**src/rtl/instr_exec_unit_if.sv**
```systemverilog
`default_nettype none
// ============================================================================
//  Module      : instr_exec_unit_if
//  Description : Start/range request, instruction-register read port and
//                valid/ready result port of instr_exec_unit.
//  Revision    : 1.0 - initial release
// ============================================================================
interface instr_exec_unit_if #(
    parameter int ADDR_W = 5
);
    logic                     start;
    logic [ADDR_W-1:0]        first_ptr;
    logic [ADDR_W:0]          count;
    logic [ADDR_W-1:0]        read_pointer;
    logic [67:0]              instruction_word;
    logic                     res_valid;
    logic                     res_ready;
    logic signed [63:0]       result;
    logic [ADDR_W-1:0]        res_addr;
    logic [3:0]               res_opc;
    logic                     res_err;
    logic                     busy;
    logic                     done;

    modport master (
        output start, first_ptr, count, instruction_word, res_ready,
        input  read_pointer, res_valid, result, res_addr, res_opc, res_err, busy, done
    );

    modport slave (
        input  start, first_ptr, count, instruction_word, res_ready,
        output read_pointer, res_valid, result, res_addr, res_opc, res_err, busy, done
    );
endinterface
`default_nettype wire

```
**src/rtl/instr_exec_unit.sv**
```systemverilog
`default_nettype none
// ============================================================================
//  Module      : instr_exec_unit
//  Description : Walks a range of instruction-register locations, executes each
//                {opc, op_a, op_b} and returns a 64-bit signed result.
//                Optional macro EXEC_FAST_DIV_EN: single-cycle DIV/MOD.
//  Revision    : 1.0 - initial release
// ============================================================================
module instr_exec_unit #(
    parameter int ADDR_W   = 5,
    parameter int DIV_ITER = 32
) (
    input  logic             clk,
    input  logic             reset,
    instr_exec_unit_if.slave bus
);
    localparam logic [2:0] S_IDLE  = 3'd0;
    localparam logic [2:0] S_FETCH = 3'd1;
    localparam logic [2:0] S_EXEC  = 3'd2;
    localparam logic [2:0] S_DIVD  = 3'd3;
    localparam logic [2:0] S_OUT   = 3'd4;

    localparam logic [3:0] OPC_ZERO  = 4'd0;
    localparam logic [3:0] OPC_PASSA = 4'd1;
    localparam logic [3:0] OPC_PASSB = 4'd2;
    localparam logic [3:0] OPC_ADD   = 4'd3;
    localparam logic [3:0] OPC_SUB   = 4'd4;
    localparam logic [3:0] OPC_MULT  = 4'd5;
    localparam logic [3:0] OPC_DIV   = 4'd6;
    localparam logic [3:0] OPC_MOD   = 4'd7;

    logic [2:0]          state_q, state_d;
    logic [ADDR_W-1:0]   ptr_q, ptr_d;
    logic [ADDR_W:0]     remaining_q, remaining_d;
    logic [67:0]         instr_q, instr_d;
    logic signed [63:0]  result_q, result_d;
    logic                err_q, err_d;
    logic                done_q, done_d;

    logic [3:0]          opc;
    logic signed [63:0]  a64, b64;
    logic                b_zero;
    logic signed [63:0]  exec_res;
    logic                exec_err;

    assign opc    = instr_q[67:64];
    assign a64    = {{32{instr_q[63]}}, instr_q[63:32]};
    assign b64    = {32'd0, instr_q[31:0]};
    assign b_zero = (instr_q[31:0] == 32'd0);

    always_comb begin
        exec_res = '0;
        exec_err = 1'b0;
        case (opc)
            OPC_ZERO:  exec_res = '0;
            OPC_PASSA: exec_res = a64;
            OPC_PASSB: exec_res = b64;
            OPC_ADD:   exec_res = a64 + b64;
            OPC_SUB:   exec_res = a64 - b64;
            OPC_MULT:  exec_res = a64 * b64;
            OPC_DIV, OPC_MOD: begin
                if (b_zero) begin
                    exec_err = 1'b1;
`ifdef EXEC_FAST_DIV_EN
                end else if (opc == OPC_DIV) begin
                    exec_res = a64 / b64;
                end else begin
                    exec_res = a64 % b64;
`endif
                end
            end
            default:   exec_err = 1'b1;
        endcase
    end

`ifndef EXEC_FAST_DIV_EN
    localparam int CNT_W = $clog2(DIV_ITER + 1);

    logic [31:0]      quo_q, quo_d, rem_q, rem_d;
    logic [CNT_W-1:0] cnt_q, cnt_d;
    logic [31:0]      a_mag;
    logic [32:0]      rem_sh, rem_sub;
    logic             fits;
    logic [31:0]      quo_nx, rem_nx;
    logic [63:0]      quo_ext, rem_ext;

    // Restoring division on magnitudes; signs are reapplied when the last bit lands.
    assign a_mag   = instr_q[63] ? (~instr_q[63:32] + 32'd1) : instr_q[63:32];
    assign rem_sh  = {rem_q, quo_q[31]};
    assign rem_sub = rem_sh - {1'b0, instr_q[31:0]};
    assign fits    = (rem_sh >= {1'b0, instr_q[31:0]});
    assign rem_nx  = fits ? rem_sub[31:0] : rem_sh[31:0];
    assign quo_nx  = {quo_q[30:0], fits};
    assign quo_ext = {32'd0, quo_nx};
    assign rem_ext = {32'd0, rem_nx};
`endif

    always_comb begin
        state_d     = state_q;
        ptr_d       = ptr_q;
        remaining_d = remaining_q;
        instr_d     = instr_q;
        result_d    = result_q;
        err_d       = err_q;
        done_d      = 1'b0;
`ifndef EXEC_FAST_DIV_EN
        quo_d       = quo_q;
        rem_d       = rem_q;
        cnt_d       = cnt_q;
`endif
        case (state_q)
            S_IDLE: begin
                if (bus.start) begin
                    if (bus.count != '0) begin
                        state_d     = S_FETCH;
                        ptr_d       = bus.first_ptr;
                        remaining_d = bus.count;
                    end else begin
                        done_d = 1'b1;
                    end
                end
            end
            S_FETCH: begin
                instr_d = bus.instruction_word;
                state_d = S_EXEC;
            end
            S_EXEC: begin
                result_d = exec_res;
                err_d    = exec_err;
                state_d  = S_OUT;
`ifndef EXEC_FAST_DIV_EN
                if ((opc == OPC_DIV || opc == OPC_MOD) && !b_zero) begin
                    quo_d   = a_mag;
                    rem_d   = '0;
                    cnt_d   = '0;
                    state_d = S_DIVD;
                end
`endif
            end
`ifndef EXEC_FAST_DIV_EN
            S_DIVD: begin
                quo_d = quo_nx;
                rem_d = rem_nx;
                cnt_d = cnt_q + 1'b1;
                if (cnt_q == CNT_W'(DIV_ITER - 1)) begin
                    if (opc == OPC_DIV)
                        result_d = instr_q[63] ? -quo_ext : quo_ext;
                    else
                        result_d = instr_q[63] ? -rem_ext : rem_ext;
                    err_d   = 1'b0;
                    state_d = S_OUT;
                end
            end
`endif
            S_OUT: begin
                if (bus.res_ready) begin
                    remaining_d = remaining_q - 1'b1;
                    if (remaining_q == (ADDR_W + 1)'(1)) begin
                        state_d = S_IDLE;
                        done_d  = 1'b1;
                    end else begin
                        ptr_d   = ptr_q + 1'b1;
                        state_d = S_FETCH;
                    end
                end
            end
            default: state_d = S_IDLE;
        endcase
    end

    always_ff @(posedge clk) begin
        if (reset) begin
            state_q     <= S_IDLE;
            ptr_q       <= '0;
            remaining_q <= '0;
            instr_q     <= '0;
            result_q    <= '0;
            err_q       <= 1'b0;
            done_q      <= 1'b0;
`ifndef EXEC_FAST_DIV_EN
            quo_q       <= '0;
            rem_q       <= '0;
            cnt_q       <= '0;
`endif
        end else begin
            state_q     <= state_d;
            ptr_q       <= ptr_d;
            remaining_q <= remaining_d;
            instr_q     <= instr_d;
            result_q    <= result_d;
            err_q       <= err_d;
            done_q      <= done_d;
`ifndef EXEC_FAST_DIV_EN
            quo_q       <= quo_d;
            rem_q       <= rem_d;
            cnt_q       <= cnt_d;
`endif
        end
    end

    assign bus.read_pointer = ptr_q;
    assign bus.res_valid    = (state_q == S_OUT);
    assign bus.result       = result_q;
    assign bus.res_addr     = ptr_q;
    assign bus.res_opc      = instr_q[67:64];
    assign bus.res_err      = err_q;
    assign bus.busy         = (state_q != S_IDLE);
    assign bus.done         = done_q;
endmodule
`default_nettype wire

```
**src/flat_wrapper.sv**
```systemverilog
// flat-port wrapper written by rule: the top's interface ports become plain ports
module instr_exec_unit_flat 
#(
    parameter int ADDR_W   = 5,
    parameter int DIV_ITER = 32
)
  (clk, reset, bus_start, bus_first_ptr, bus_count, bus_instruction_word, bus_res_ready, bus_read_pointer, bus_res_valid, bus_result, bus_res_addr, bus_res_opc, bus_res_err, bus_busy, bus_done);
  instr_exec_unit_if #(.ADDR_W(ADDR_W)) bus_i ();
  input  logic clk;
  input  logic reset;
  input wire logic [$bits(bus_i.start)-1:0] bus_start;
  input wire logic [$bits(bus_i.first_ptr)-1:0] bus_first_ptr;
  input wire logic [$bits(bus_i.count)-1:0] bus_count;
  input wire logic [$bits(bus_i.instruction_word)-1:0] bus_instruction_word;
  input wire logic [$bits(bus_i.res_ready)-1:0] bus_res_ready;
  output wire logic [$bits(bus_i.read_pointer)-1:0] bus_read_pointer;
  output wire logic [$bits(bus_i.res_valid)-1:0] bus_res_valid;
  output wire logic [$bits(bus_i.result)-1:0] bus_result;
  output wire logic [$bits(bus_i.res_addr)-1:0] bus_res_addr;
  output wire logic [$bits(bus_i.res_opc)-1:0] bus_res_opc;
  output wire logic [$bits(bus_i.res_err)-1:0] bus_res_err;
  output wire logic [$bits(bus_i.busy)-1:0] bus_busy;
  output wire logic [$bits(bus_i.done)-1:0] bus_done;
  assign bus_i.start = bus_start;
  assign bus_i.first_ptr = bus_first_ptr;
  assign bus_i.count = bus_count;
  assign bus_i.instruction_word = bus_instruction_word;
  assign bus_i.res_ready = bus_res_ready;
  assign bus_read_pointer = bus_i.read_pointer;
  assign bus_res_valid = bus_i.res_valid;
  assign bus_result = bus_i.result;
  assign bus_res_addr = bus_i.res_addr;
  assign bus_res_opc = bus_i.res_opc;
  assign bus_res_err = bus_i.res_err;
  assign bus_busy = bus_i.busy;
  assign bus_done = bus_i.done;
  instr_exec_unit #(.ADDR_W(ADDR_W), .DIV_ITER(DIV_ITER)) u_core (.clk(clk), .reset(reset), .bus(bus_i));
endmodule
```
**config.mk**
```make
export PLATFORM = sky130hd
export DESIGN_NAME = instr_exec_unit_flat
export DESIGN_NICKNAME = d
export VERILOG_FILES = /design/src/rtl/instr_exec_unit_if.sv /design/src/rtl/instr_exec_unit.sv /design/src/flat_wrapper.sv
export SDC_FILE = /design/constraint.sdc
export NUM_CORES = 2
export LEC_CHECK = 0
export CORE_MARGIN = 2
export CORE_UTILIZATION = 35
export DETAILED_ROUTE_END_ITERATION = 10
export PLACE_DENSITY = 0.5
export REMOVE_ABC_BUFFERS = 1
export SLEW_MARGIN = 10
export SYNTH_ARGS = -nofsm -noshare
export SYNTH_HDL_FRONTEND = slang
export SYNTH_SLANG_ARGS = --single-unit
```
**constraint.sdc**
```tcl
create_clock -name clk -period 9.6 [get_ports clk]
set_clock_uncertainty 0.2 [all_clocks]
set_input_delay 1.44 -clock clk [delete_from_list [all_inputs] [get_ports clk]]
set_output_delay 1.44 -clock clk [all_outputs]
set_load 0.01 [all_outputs]
```
* After elaboration in Yosys (flattened, before gate mapping) *
Index checks and enable logic that the tools add are counted.

word-level totals
  register bits after elaboration = 218
  bits in latches = 0
  bits in writable memories = 0
  bits in read-only memories = 0
  output and inout bits = 82
  logic and storage cells = 97
  memories = 0

cells by class
  add/subtract/negate cells = 9
  $mul = 1
  divide/modulo/power cells = 0
  order comparisons = 1
  equal/unequal tests = 19
  shift operators = 0
  mux-type cells = 39
  bitwise gates (word level) = 1
  reductions and logical operators = 17

operator list
  kind                                           number
  one-hot mux 64 bit (5 select lines)            1
  2-to-1 mux 64 bit                              4
  2-to-1 mux 32 bit                              4
  negator 32 -> 64 bit                           2
  one-hot mux 32 bit (2 select lines)            2
  one-hot mux 64 bit (2 select lines)            1
  multiplier 32 x 33 -> 64 bit                   1
  adder 32 x 33 -> 34 bit                        1
  subtractor 32 x 33 -> 34 bit                   1
  greater-or-equal comparator 33 x 32 -> 1 bit   1
  adder 32 x 1 -> 32 bit, second input constant  1
  zero test 32 bit                               1
  NOT 32 bit                                     1
  subtractor 32 bit                              1
  2-to-1 mux 6 bit                               4
  one-hot mux 6 bit (2 select lines)             2
  2-to-1 mux 5 bit                               4
  == test 4 x 3 -> 1 bit, second input constant  4
  2-to-1 mux 3 bit                               5
  one-hot mux 3 bit (5 select lines)             1
  one-hot mux 5 bit (2 select lines)             1
  == test 4 x 2 -> 1 bit, second input constant  2
  AND reduction 4 bit                            2
  2-to-1 mux 1 bit                               7
  other kinds (24)                               33

* Depth between registers and ports, before layout *
  depth after elaboration = 7
  depth in mapped cells = 31
  depth with buffers taken out = 27

* Least setup slack after synthesis *
No wires, ideal clock.

  path kind = register to register
  start = register u_core.instr_q[63]
  end = register u_core.result_q[63], in the netlist u_core.bus.result[63]
  library setup time = 0.131 ns
  arrival time = 7.828 ns
  path slack = 1.441 ns
  cell stages (with the launch flop) = 31
  buffers on the path = 5
  period minus slack after synthesis = 8.159 ns
  path through = dfxtp_1 > clkbuf_1 > inv_1 > clkbuf_1 > buf_1 > clkbuf_1 > fa_1 > inv_1 > fa_1 > fa_1 > inv_1 > fa_1 > inv_1 > fa_1 > fa_1 > fa_1 > inv_1 > fa_1 > inv_1 > ha_1 > clkbuf_1 > and3_1 > nand2_1 > o21ai_0 > a221oi_1 > a41oi_1 > a41oi_1 > o21ai_0 > a21oi_1 > mux2i_1 > o31ai_1

on the way
  word-level cells in the longest chain between the ends = 4
  elaborated cells on any way between the ends = 9
  classes of those cells = add/sub: 2; mul: 1; mux: 6

RTL lines
  item                                                                                  RTL line                text
  from (decl)                                                                           instr_exec_unit.sv:35   logic [67:0] instr_q, instr_d;
  from (signal assigned)                                                                instr_exec_unit.sv:189  instr_q <= instr_d;
  parallel branches: the longest is 3 deep, another holds multiplier 32 x 33 -> 64 bit  n/a
  one-hot mux 64 bit (2 select lines) *                                                 instr_exec_unit.sv:111  case (state_q)
  to (signal assigned)                                                                  instr_exec_unit.sv:190  result_q <= result_d;
  to (decl)                                                                             instr_exec_unit.sv:36   logic signed [63:0] result_q, result_d;

Every way passes the cells marked *. The select of a mux whose other input is x is not followed.
A chain may end at the register's enable or synchronous reset.

* Final worst setup path *
  start = register u_core.instr_q[42]
  end = register u_core.result_q[63], in the netlist u_core.bus.result[63]

on the way
  word-level cells in the longest chain between the ends = 3
  elaborated cells on any way between the ends = 5
  classes of those cells = add/sub: 2; mul: 1; mux: 2

RTL lines
  item                                                  RTL line                text
  multiplier 32 x 33 -> 64 bit (tied with other cells)  instr_exec_unit.sv:60   OPC_MULT: exec_res = a64 * b64;
  one-hot mux 64 bit (5 select lines) *                 instr_exec_unit.sv:54   case (opc)
  one-hot mux 64 bit (2 select lines) *                 instr_exec_unit.sv:111

Every way passes the cells marked *; elsewhere a longest branch is shown, timed or not.

==> impl_metrics.json <==
{
  "tightest_slew_ps": 1300,
  "ys_seq_area_frac": 0.0832,
  "hpwlAfterDp_um": 158000,
  "first_pass_iters": 8,
  "fin_area_mm2": 0.0575,
  "cap_viol_max_count": 0,
  "pwr-share-comb": 0.680,
  "max-vdd-ir-drop_mv": 0.166,
  "hold_buffers": 0,
  "hold_slack_ps": 258,
  "regToRegEndpoint": "u_core.bus.result[63]",
  "min_path_cells": 2,
  "cp-end-kind": "register",
  "die_w_um": 391,
  "pre_cts_ws_ps": 605,
  "synthCells": 6388,
  "io_buffers": 164,
  "initial_core_util": 0.351,
  "path_max_fanout": 15,
  "synth_area_per_cell_um2": 8.22,
  "r2r-start": "u_core.instr_q[42]",
  "io_pins": 165,
  "max_freq_mhz": 109,
  "antenna_found_initial": 2,
  "grt_max_degree": 85,
  "clock_sinks": 218,
  "core.rowCount": 142,
  "cts_setup_buffers": 0,
  "fin_nets": 7688,
  "cts_tree": "done",
  "synth-async-reset-ratio": 0,
  "layout_commonest_cell": "inv_1",
  "cp-start-kind": "register",
  "status": "finished clean",
  "rsz0062_at_grt": "false",
  "cts_buffers": 31,
  "p_leak_nw": 27.2,
  "dp.cells": 8290,
  "vias": 45656,
  "ys_seq_elements": 218,
  "overflow": 0,
  "p_total_mw": 7.49,
  "nFillCells": 15601,
  "antenna_left": 0,
  "reg2reg_depth": 29,
  "pwr_density_cell_mw_per_mm2": 130,
  "cts_resized": 0,
  "viasPerCell": 5.47,
  "reg2reg_setup_slack_ps": 440,
  "finalSetupViolCount": 0,
  "grt_util_all_layers": 0.263,
  "syn-cell-area_mm2": 0.0525,
  "fp.dieArea_mm2": 0.153,
  "htree_levels": 1,
  "max_stage_delay_ps": 860,
  "cpMostUsedCell": "fa_1",
  "fin_tns_setup_ps": 0,
  "period_minus_slack_ps": 9160,
  "syn_to_final_growth_pct": 9.53,
  "grt_pass1_vias": 46902,
  "cp.arrival_ps": 9470,
  "ys.flop_type": "dfxtp_1",
  "synthDistinctLibCells": 103,
  "drive_gt1_frac": 0.0520,
  "drt_iter0_drc": 3867,
  "coreArea_mm2": 0.149,
  "clock_path_buffers": 3,
  "slew_headroom": 0.123,
  "root_buffer": "clkbuf_16",
  "wl_per_cell_um": 24.0,
  "clk_pin_slew_ps": 70,
  "synth_edf_count": 0,
  "fin_cells": 8349,
  "gp_congestion": 0.918,
  "worstSetupPathType": "register to register",
  "min_path_type": "register to register",
  "p_sw_mw": 4.10,
  "grt_pass1_wl_um": 305000,
  "fp.dieH_um": 391,
  "place_area_mm2": 0.0565,
  "final_max_slew_viol_count": 0,
  "worst_slack_ps": 441,
  "ys_warn_count": 0,
  "drc": 0,
  "critPathSlowestCell": "dfxtp_1",
  "drt-total-wl_um": 200000,
  "mostFrequentLayoutCells": "inv_1, fa_1, nand2_1",
  "endpoint": "u_core.bus.result[63]",
  "crit_buf_inv": 8,
  "finish.utilization": 0.385,
  "hold_viol": 0,
  "pwr-share-clk": 0.158,
  "fin_crit_sh": 0.954,
  "pwr-share-seq": 0.162,
  "clk_latency_ps": 650,
  "cp_num_cells": 29,
  "sw_frac_of_total": 0.548,
  "cp_data_required_time_ps": 9910,
  "crit_start": "u_core.instr_q[42]",
  "internal_power_mw": 3.39,
  "crit_family": "adder cells"
}
==> routing by layer <==
layer | up-vias | wire length (µm) | GRT usage
li1 | 20419 | - | -
met1 | 23463 | 88100 | 0.367
met2 | 1558 | 94200 | 0.437
met3 | 216 | 12700 | 0.0303
met4 | 0 | 5100 | 0.0571
met5 | - | 0 | 0
==> Yosys cell counts, drive strengths merged, types with 11 or more instances <==
cell type,instances,share of area
nor4,37,0.0051
a21oi,355,0.034
o21bai,24,0.0034
a22oi,40,0.0057
o31ai,49,0.0074
o22ai,14,0.0017
or2,15,0.0018
fa,899,0.34
nand2,719,0.051
and2,567,0.068
a21o,82,0.012
nand4,30,0.0036
dfxtp,218,0.083
nand3,80,0.0077
nor2b,17,0.0020
o41ai,14,0.0025
o211ai,46,0.0067
inv,1000,0.072
nand3b,11,0.0016
ha,399,0.095
a31o,11,0.0018
a221oi,37,0.0062
a211oi,35,0.0052
or3,28,0.0033
a211o,12,0.0020
xnor2,93,0.016
o21ai,251,0.024
or4,12,0.0018
mux2i,33,0.0063
and3,27,0.0032
buf,59,0.0058
nor2,341,0.024
nand2b,29,0.0035
nor3b,11,0.0017
o21a,30,0.0043
a221o,14,0.0027
nor3,60,0.0058
xor2,51,0.0085
a31oi,73,0.0087
a222oi,19,0.0036
clkbuf,402,0.029
==> worst reg2reg max path: cells and delay by family (launching register included) <==
family | cells | cell delay (ps)
adders and majority gates | 9 | 4120
AOI/OAI and AO/OA | 10 | 2460
muxes | 1 | 200
DFF | 1 | 860
buffers and inverters | 8 | 1080
and+or+nand+nor | 1 | 100
==> flip-flops by register name (all words and copies together), names as in the netlist <==
signal / flops
u_core.instr_q: 68
u_core.bus.read_pointer: 5
u_core.state_q: 3
u_core.bus.result: 64
u_core.cnt_q: 6
u_core.rem_q: 32
u_core.remaining_q: 6
u_core.quo_q: 32
u_core.bus.done: 1
u_core.bus.res_err: 1
==> logic make-up after synthesis <==
group,share of synthesized area
buf+inv,0.106
compound gates,0.151
fa+ha+maj,0.438
simple gates,0.189
xor+xnor,0.0240
flops,0.0832
mux,0.00844
==> how the worst min path moves through the flow <==
stage                                    start              endpoint
after global placement    u_core.bus.result[4]  u_core.bus.result[4]
final                     u_core.bus.result[4]  u_core.bus.result[4]
after global routing      u_core.bus.result[4]  u_core.bus.result[4]
after CTS                 u_core.bus.result[4]  u_core.bus.result[4]
after detailed placement  u_core.bus.result[4]  u_core.bus.result[4]
after floorplan                u_core.cnt_q[5]       u_core.cnt_q[5]
==> area by class of cell <==
| class | count | area [µm²] | area share |
|---|---|---|---|
| multi-input combinational | 4708 | 42600 | 0.741 |
| sequential | 218 | 4380 | 0.0762 |
| timing repair buffer | 347 | 3230 | 0.0562 |
| antenna | 2 | 5.00 | 0.0000871 |
| clock inverter | 18 | 123 | 0.00213 |
| tap | 2016 | 2520 | 0.0439 |
| inverter | 1001 | 3760 | 0.0654 |
| clock buffer | 39 | 856 | 0.0149 |
==> power by group through the flow <==
| stage | sequential (mW) | clock, mW | combinational, mW |
|---|---|---|---|
| floorplan | 1.25 | 0 | 2.98 |
| global placement | 1.22 | 0 | 5.01 |
| detailed placement | 1.23 | 0 | 5.01 |
| CTS | 1.21 | 1.20 | 5.05 |
| global route | 1.22 | 1.24 | 5.55 |
| finish | 1.21 | 1.18 | 5.10 |
No activity file was read; power rests on OpenSTA's default activity.
